$ cat config.mk
export PLATFORM = sky130hd
export DESIGN_NAME = dir_req_arbiter
export DESIGN_NICKNAME = d
export VERILOG_FILES = /design/src/rtl/dir_req_arbiter_pkg.sv /design/src/rtl/dir_req_arbiter_rr_arbiter.sv /design/src/rtl/dir_req_arbiter.sv
export SDC_FILE = /design/constraint.sdc
export NUM_CORES = 1
export LEC_CHECK = 0
export CELL_PAD_IN_SITES_DETAIL_PLACEMENT = 1
export CELL_PAD_IN_SITES_GLOBAL_PLACEMENT = 1
export CORE_ASPECT_RATIO = 1.5
export CORE_UTILIZATION = 42
export DETAILED_ROUTE_END_ITERATION = 12
export PLACE_DENSITY = 0.94
export SYNTH_ARGS = -nofsm -noshare
export SYNTH_HDL_FRONTEND = slang
export SYNTH_SLANG_ARGS = --single-unit
$ cat constraint.sdc
create_clock -name clk -period 5.4 [get_ports clk]
set_input_delay 1.08 -clock clk [delete_from_list [all_inputs] [get_ports clk]]
set_output_delay 1.08 -clock clk [all_outputs]
set_load 0.01 [all_outputs]
$ cat src/rtl/dir_req_arbiter_pkg.sv
// Shared parameters and types for the directory request arbiter.
`default_nettype none

package dir_req_arbiter_pkg;

    localparam int N_CPUS            = 4;
    localparam int MSHR_SIZE         = 1;
    localparam int FULL_ADDRESS_BITS = 32;
    localparam int BYTE_OFFSET_BITS  = 4;
    localparam int INDEX_BITS        = 6;
    localparam int TAG_BITS          = FULL_ADDRESS_BITS - INDEX_BITS - BYTE_OFFSET_BITS;
    localparam int CPU_ID_BITS       = (N_CPUS > 1) ? $clog2(N_CPUS) : 1;
    localparam int MSHR_ID_BITS      = (MSHR_SIZE > 1) ? $clog2(MSHR_SIZE) : 1;
    localparam int OT_DEPTH          = N_CPUS * MSHR_SIZE;
    localparam int LINE_BITS         = TAG_BITS + INDEX_BITS;

    typedef logic [LINE_BITS-1:0] line_addr_t;

    typedef enum logic {
        CPU_READ  = 1'b0,
        CPU_WRITE = 1'b1
    } cpu_request_type_t;

    typedef struct packed {
        logic [CPU_ID_BITS-1:0]  cpu_id;
        logic [MSHR_ID_BITS-1:0] mshr_id;
    } req_id_t;

    typedef struct packed {
        logic       valid;
        line_addr_t line;
        req_id_t    id;
    } ot_entry_t;

    typedef enum logic [0:0] {
        ARB_IDLE  = 1'b0,
        ARB_ISSUE = 1'b1
    } arb_state_t;

    function automatic line_addr_t line_of(input logic [FULL_ADDRESS_BITS-1:0] addr);
        return addr[FULL_ADDRESS_BITS-1:BYTE_OFFSET_BITS];
    endfunction

endpackage

`default_nettype wire

$ cat src/rtl/dir_req_arbiter_rr_arbiter.sv
// Combinational round-robin pick: first eligible requester after ptr_i, wrapping.
`default_nettype none

module rr_arbiter #(
    parameter int N     = 4,
    parameter int IDX_W = (N > 1) ? $clog2(N) : 1
) (
    input  logic [N-1:0]     elig_i,
    input  logic [IDX_W-1:0] ptr_i,
    output logic [N-1:0]     grant_o,
    output logic [IDX_W-1:0] grant_idx_o,
    output logic             any_o
);

    always_comb begin
        grant_o     = '0;
        grant_idx_o = '0;
        any_o       = 1'b0;
        for (int k = 1; k <= N; k++) begin
            if (!any_o && elig_i[(int'(ptr_i) + k) % N]) begin
                any_o                          = 1'b1;
                grant_o[(int'(ptr_i) + k) % N] = 1'b1;
                grant_idx_o                    = IDX_W'((int'(ptr_i) + k) % N);
            end
        end
    end

endmodule

`default_nettype wire

$ cat src/rtl/dir_req_arbiter.sv
// Round-robin arbiter onto the directory request port with an outstanding-line
// table that blocks requests to lines already in flight.
`default_nettype none

module dir_req_arbiter
    import dir_req_arbiter_pkg::*;
(
    input  logic                                        clk,
    input  logic                                        rst,
    input  logic [N_CPUS-1:0]                           req_valid_i,
    output logic [N_CPUS-1:0]                           req_ready_o,
    input  logic [N_CPUS-1:0][FULL_ADDRESS_BITS-1:0]    req_addr_i,
    input  cpu_request_type_t [N_CPUS-1:0]              req_type_i,
    input  logic [N_CPUS-1:0][MSHR_ID_BITS-1:0]         req_mshr_i,
    output logic                                        dir_valid_o,
    input  logic                                        dir_ready_i,
    output logic [FULL_ADDRESS_BITS-1:0]                dir_addr_o,
    output cpu_request_type_t                           dir_type_o,
    output req_id_t                                     dir_id_o,
    input  logic                                        done_valid_i,
    input  req_id_t                                     done_id_i,
    output logic                                        ot_full_o,
    output logic                                        err_o
);

    localparam int SLOT_W = (OT_DEPTH > 1) ? $clog2(OT_DEPTH) : 1;

    arb_state_t                     state_q, state_d;
    logic [CPU_ID_BITS-1:0]         rr_ptr_q, rr_ptr_d;
    ot_entry_t [OT_DEPTH-1:0]       ot_q, ot_d;
    logic                           dir_valid_q, dir_valid_d;
    logic [FULL_ADDRESS_BITS-1:0]   dir_addr_q, dir_addr_d;
    cpu_request_type_t              dir_type_q, dir_type_d;
    req_id_t                        dir_id_q, dir_id_d;
    logic                           ot_full_q, ot_full_d;
    logic                           err_q, err_d;

    logic [OT_DEPTH-1:0]            valid_vec;
    logic [OT_DEPTH-1:0]            valid_next;
    logic                           table_full;
    logic [N_CPUS-1:0]              line_hit;
    logic [N_CPUS-1:0]              elig;
    logic [N_CPUS-1:0]              grant;
    logic [CPU_ID_BITS-1:0]         grant_idx;
    logic                           grant_any;
    logic                           accept;
    logic                           free_found;
    logic [SLOT_W-1:0]              free_idx;
    logic [OT_DEPTH-1:0]            done_hit;

    always_comb begin
        valid_vec = '0;
        for (int e = 0; e < OT_DEPTH; e++) begin
            valid_vec[e] = ot_q[e].valid;
        end
    end

    assign table_full = &valid_vec;

    // Eligibility and slot choice use pre-release state, so a line or slot
    // being freed this cycle only becomes usable on the next one.
    always_comb begin
        line_hit = '0;
        for (int i = 0; i < N_CPUS; i++) begin
            for (int e = 0; e < OT_DEPTH; e++) begin
                if (ot_q[e].valid && (ot_q[e].line == line_of(req_addr_i[i]))) begin
                    line_hit[i] = 1'b1;
                end
            end
        end
    end

    assign elig = req_valid_i & ~line_hit & {N_CPUS{~table_full}};

    rr_arbiter #(
        .N     (N_CPUS),
        .IDX_W (CPU_ID_BITS)
    ) u_rr (
        .elig_i      (elig),
        .ptr_i       (rr_ptr_q),
        .grant_o     (grant),
        .grant_idx_o (grant_idx),
        .any_o       (grant_any)
    );

    assign accept      = (state_q == ARB_IDLE) && grant_any && !rst;
    assign req_ready_o = accept ? grant : '0;

    always_comb begin
        free_found = 1'b0;
        free_idx   = '0;
        for (int e = 0; e < OT_DEPTH; e++) begin
            if (!free_found && !ot_q[e].valid) begin
                free_found = 1'b1;
                free_idx   = SLOT_W'(e);
            end
        end
    end

    always_comb begin
        done_hit = '0;
        for (int e = 0; e < OT_DEPTH; e++) begin
            done_hit[e] = done_valid_i && ot_q[e].valid && (ot_q[e].id == done_id_i);
        end
    end

    always_comb begin
        state_d     = state_q;
        rr_ptr_d    = rr_ptr_q;
        ot_d        = ot_q;
        dir_valid_d = dir_valid_q;
        dir_addr_d  = dir_addr_q;
        dir_type_d  = dir_type_q;
        dir_id_d    = dir_id_q;
        err_d       = err_q;

        for (int e = 0; e < OT_DEPTH; e++) begin
            if (done_hit[e]) begin
                ot_d[e].valid = 1'b0;
            end
        end
        if (done_valid_i && (done_hit == '0)) begin
            err_d = 1'b1;
        end

        case (state_q)
            ARB_IDLE: begin
                if (accept && free_found) begin
                    dir_addr_d         = {line_of(req_addr_i[grant_idx]), {BYTE_OFFSET_BITS{1'b0}}};
                    dir_type_d         = req_type_i[grant_idx];
                    dir_id_d.cpu_id    = grant_idx;
                    dir_id_d.mshr_id   = req_mshr_i[grant_idx];
                    dir_valid_d        = 1'b1;
                    ot_d[free_idx].valid = 1'b1;
                    ot_d[free_idx].line  = line_of(req_addr_i[grant_idx]);
                    ot_d[free_idx].id    = dir_id_d;
                    rr_ptr_d           = grant_idx;
                    state_d            = ARB_ISSUE;
                end
            end
            ARB_ISSUE: begin
                if (dir_ready_i) begin
                    dir_valid_d = 1'b0;
                    state_d     = ARB_IDLE;
                end
            end
            default: begin
                state_d     = ARB_IDLE;
                dir_valid_d = 1'b0;
            end
        endcase
    end

    always_comb begin
        valid_next = '0;
        for (int e = 0; e < OT_DEPTH; e++) begin
            valid_next[e] = ot_d[e].valid;
        end
    end

    assign ot_full_d = &valid_next;

    always_ff @(posedge clk) begin
        if (rst) begin
            state_q     <= ARB_IDLE;
            rr_ptr_q    <= CPU_ID_BITS'(N_CPUS - 1);
            ot_q        <= '0;
            dir_valid_q <= 1'b0;
            dir_addr_q  <= '0;
            dir_type_q  <= CPU_READ;
            dir_id_q    <= '0;
            ot_full_q   <= 1'b0;
            err_q       <= 1'b0;
        end else begin
            state_q     <= state_d;
            rr_ptr_q    <= rr_ptr_d;
            ot_q        <= ot_d;
            dir_valid_q <= dir_valid_d;
            dir_addr_q  <= dir_addr_d;
            dir_type_q  <= dir_type_d;
            dir_id_q    <= dir_id_d;
            ot_full_q   <= ot_full_d;
            err_q       <= err_d;
        end
    end

    assign dir_valid_o = dir_valid_q;
    assign dir_addr_o  = dir_addr_q;
    assign dir_type_o  = dir_type_q;
    assign dir_id_o    = dir_id_q;
    assign ot_full_o   = ot_full_q;
    assign err_o       = err_q;

endmodule

`default_nettype wire

==> flow_summary.rst <==
.. list-table::
   :header-rows: 1

   * - Metric
     - Value
   * - Result of the run
     - finished, final reports clean
   * - Number of filler instances in the final layout
     - 3775
   * - Max_cap viols
     - 0
   * - Worst Hold Margin
     - between 0.4 and 0.5 ns
   * - Global-route wire length before repair
     - between 100000 and 150000 um
   * - Slowest Stage Delay on Critical Path
     - 0.40 ns
   * - Crit start category
     - primary input
   * - Average routed wire per standard cell
     - 34.0 um
   * - Final critical-path setup slack
     - around 0.032 ns
   * - Placed insts
     - 2419
   * - Vertical die dimension
     - between 200 and 250 um
   * - Global-route track usage on met3
     - between 10 and 15%
   * - Final Critical Period
     - 5.37 ns
   * - Number of buffers inserted during clock tree synthesis
     - 17
   * - DP Worst Slack
     - -0.621 ns
   * - Most repeated library cell on the critical path
     - buf_4
   * - Commonest cells after routing, fill and taps aside
     - buf_4 (366), xnor2_1 (357), dfxtp_1 (166), clkdlybuf4s50_1 (136), nand3_1 (132)
   * - Top flip-flop cell by instance count after synthesis
     - dfxtp_1
   * - Most used routing layer in global routing
     - met2
   * - Final Hold Viols
     - 0
   * - Detailed placement HPWL
     - 67500 um
   * - Weighted congestion reported at the end of routability-driven placement
     - 1.10
   * - Post-Syn Area per Cell
     - approximately 8.0 um^2
   * - Antenna diode count
     - 0
   * - Count of routing violations after the opening detailed-route iteration
     - 1250
   * - Total power
     - 6.15 mW
   * - Clock input transition at the sequential cells of the worst setup and hold paths
     - 0.07 ns
   * - Area added between synthesis and finish
     - 36.5%
   * - Cell area reported after detailed placement
     - 0.0180 mm^2
   * - Post-route clock skew
     - approximately 0.016 ns
   * - Deepest clock path buffer count
     - 2
   * - Area of all placed cells without fillers
     - 0.0189 mm^2
   * - GR Util met2
     - 81.9%
   * - Non-filler instance count after layout
     - 2456
   * - Slew of the pin with the lowest slew margin
     - 0.800 ns
   * - Residual overflow from global routing
     - 0
   * - Total standard cell area after synthesis
     - 0.0139 mm^2
   * - Relative slew slack
     - 46.6%
   * - Die width
     - 150 um
   * - Peak supply drop
     - 0.202 mV
   * - Full die area
     - roughly 0.034 mm^2
   * - TNS Setup
     - 0 ns
   * - Sink count of the clock tree
     - 166
   * - Fmax
     - 186 MHz
   * - GRT met1 Usage
     - 50.6%
   * - Final worst path period share
     - 99.4%
   * - Total number of placement rows
     - 81
   * - Type of the most critical hold path
     - reg -> reg
   * - # DRC
     - 0
   * - Yosys warnings
     - 0
   * - Layout Utilization
     - 58.2%
   * - Fraction of the yosys area taken by sequential cells
     - 24.0%
   * - Clock tree root driver cell
     - clkbuf_16
   * - Most common library cell in the layout ignoring fill and taps
     - buf_4
   * - Count of nets after finishing
     - 2183
   * - Share of synthesized registers carrying an async set or reset
     - 0%
   * - Critical path required time
     - 4.32 ns
   * - Number of max-slew violations in the final report
     - 0
   * - Total global-route track usage
     - 49.7%
   * - Number of distinct standard cells referenced by the synthesized netlist
     - 61
   * - Critical path capture point type
     - output port
   * - Share of layout cells above drive strength 1
     - 25.1%
   * - Power density over cell area
     - 325 mW/mm^2
   * - Input/output buffers
     - between 150 and 200
   * - Antenna violations before repair
     - 5
   * - Routed vias
     - 15300
   * - Number of flip-flops and latches in the synthesized netlist
     - 166
   * - Static Leak
     - 7.77 nW
   * - Critical Path AT
     - 4.29 ns
   * - H-tree lvl count
     - 4
   * - Worst-path cell chain
     - clkdlybuf4s50_1 -> buf_4 -> buf_4 -> xnor2_1 -> nand4_1 -> nor4_4 -> buf_4 -> nand4_1 -> nand3_2 -> buf_4 -> nor3b_1 -> nor2_1 -> o21ai_1 -> buf_4 -> nand2_1 -> a21oi_1 -> buf_2
   * - ANT nets after route
     - 0
   * - Detailed Route WL
     - 83500 um
   * - Number of vias per cell
     - 6.23
   * - Number of global-route vias before repair
     - 16100
   * - Synthesized netlist cell count
     - 1743
   * - CTS tree
     - yes
   * - Largest driver fanout on the critical path
     - 4
   * - Worst path slowest cell
     - clkdlybuf4s50_1
   * - First-pass iteration count of the detailed router
     - 5
   * - Class of the most critical setup path
     - in -> out
   * - Maximum number of pins on one net before global-route repair
     - 63
   * - IO Pins
     - 190
   * - Number of setup violations in the final report
     - 0
   * - Placeable Area
     - 0.0325 mm^2
   * - Post-synth EDFFs
     - 0
   * - Starting density of the core
     - 42.6%
   * - Worst-skew pair later-pin latency
     - 0.48 ns
[final timing paths]
kind,cells past startpoint,startpoint,end,slack [ns]
setup / recovery,17,req_addr_i[63],req_ready_o[2],0.03
hold / removal,2,dir_addr_o[11],dir_addr_o[11],0.47
setup reg to reg,16,register,register,0.92
hold reg to reg,2,dir_addr_o[11],dir_addr_o[11],0.47
[cells in the mapped netlist (4+ instances only)]
cell,number,area [um^2]
a21oi_1,16,80.1
a22oi_1,4,30.0
and3b_1,4,35.0
buf_1,7,26.3
buf_2,100,500
buf_4,7,52.6
buf_6,7,78.8
clkbuf_1,173,649
dfxtp_1,166,3320
ha_1,8,100
inv_1,129,484
mux2i_1,63,631
mux4_2,30,676
nand2_1,74,278
nand3_1,133,666
nand4_1,91,569
nor2_1,19,71.3
nor3b_1,4,30.0
nor4_1,44,275
o21ai_0,14,70.1
o21ai_1,105,526
o221ai_1,33,289
o22ai_1,7,43.8
xnor2_1,368,3220
xor2_1,88,771
[logic make-up (layout without fill, tap and decap cells)]
kind of cell	after synthesis	in the layout	synth area share [%]
simple gates	385	385	14.7
flops	166	166	24.0
other cells	1	4	0.0270
fa+ha+maj	8	8	0.722
compound gates	204	204	9.11
mux	96	96	9.66
xor+xnor	456	456	28.8
buf+inv	427	722	13.1
[routing by layer]
layer	part of all wire (%)	up-vias
met2	47	981
met5	0.046	-
met4	12	6
li1	-	6309
met1	33	7546
met3	8.1	450
[what timing repair did]
| action | 4_1_cts | 5_1_grt |
|---|---|---|
| setup endpoints to repair | 4 | 4 |
| buffers inserted | 3 | 2 |
| hold buffers | 0 | 0 |
| hold endpoints to repair | 0 | 0 |
| resized for setup | 45 | 54 |
| pin swaps | 5 | 15 |
[critical path, delay by kind of cell]
family,cells,cell delay [ns]
simple gates,7,1.23
compound gates,2,0.32
buf+inv,7,1.31
xor+xnor,1,0.31
[area by class of cell]
| class | count | area [um^2] | area share, % |
|---|---|---|---|
| multi-input cells | 1153 | 9080 | 48.0 |
| flip-flops and latches | 166 | 3320 | 17.6 |
| inverters | 130 | 489 | 2.59 |
| clock inverters | 14 | 156 | 0.826 |
| repair buffers | 560 | 4930 | 26.0 |
| well taps | 415 | 519 | 2.74 |
| clock buffers | 18 | 429 | 2.27 |
[where the power goes]
| part | leakage, nW | switching (mW) | internal (mW) |
|---|---|---|---|
| Clock | 0.283 | 0.663 | 0.620 |
| Sequential | 1.36 | 0.290 | 1.40 |
| Combinational | 6.13 | 1.75 | 1.43 |
Power figures use the tool's default switching activity.
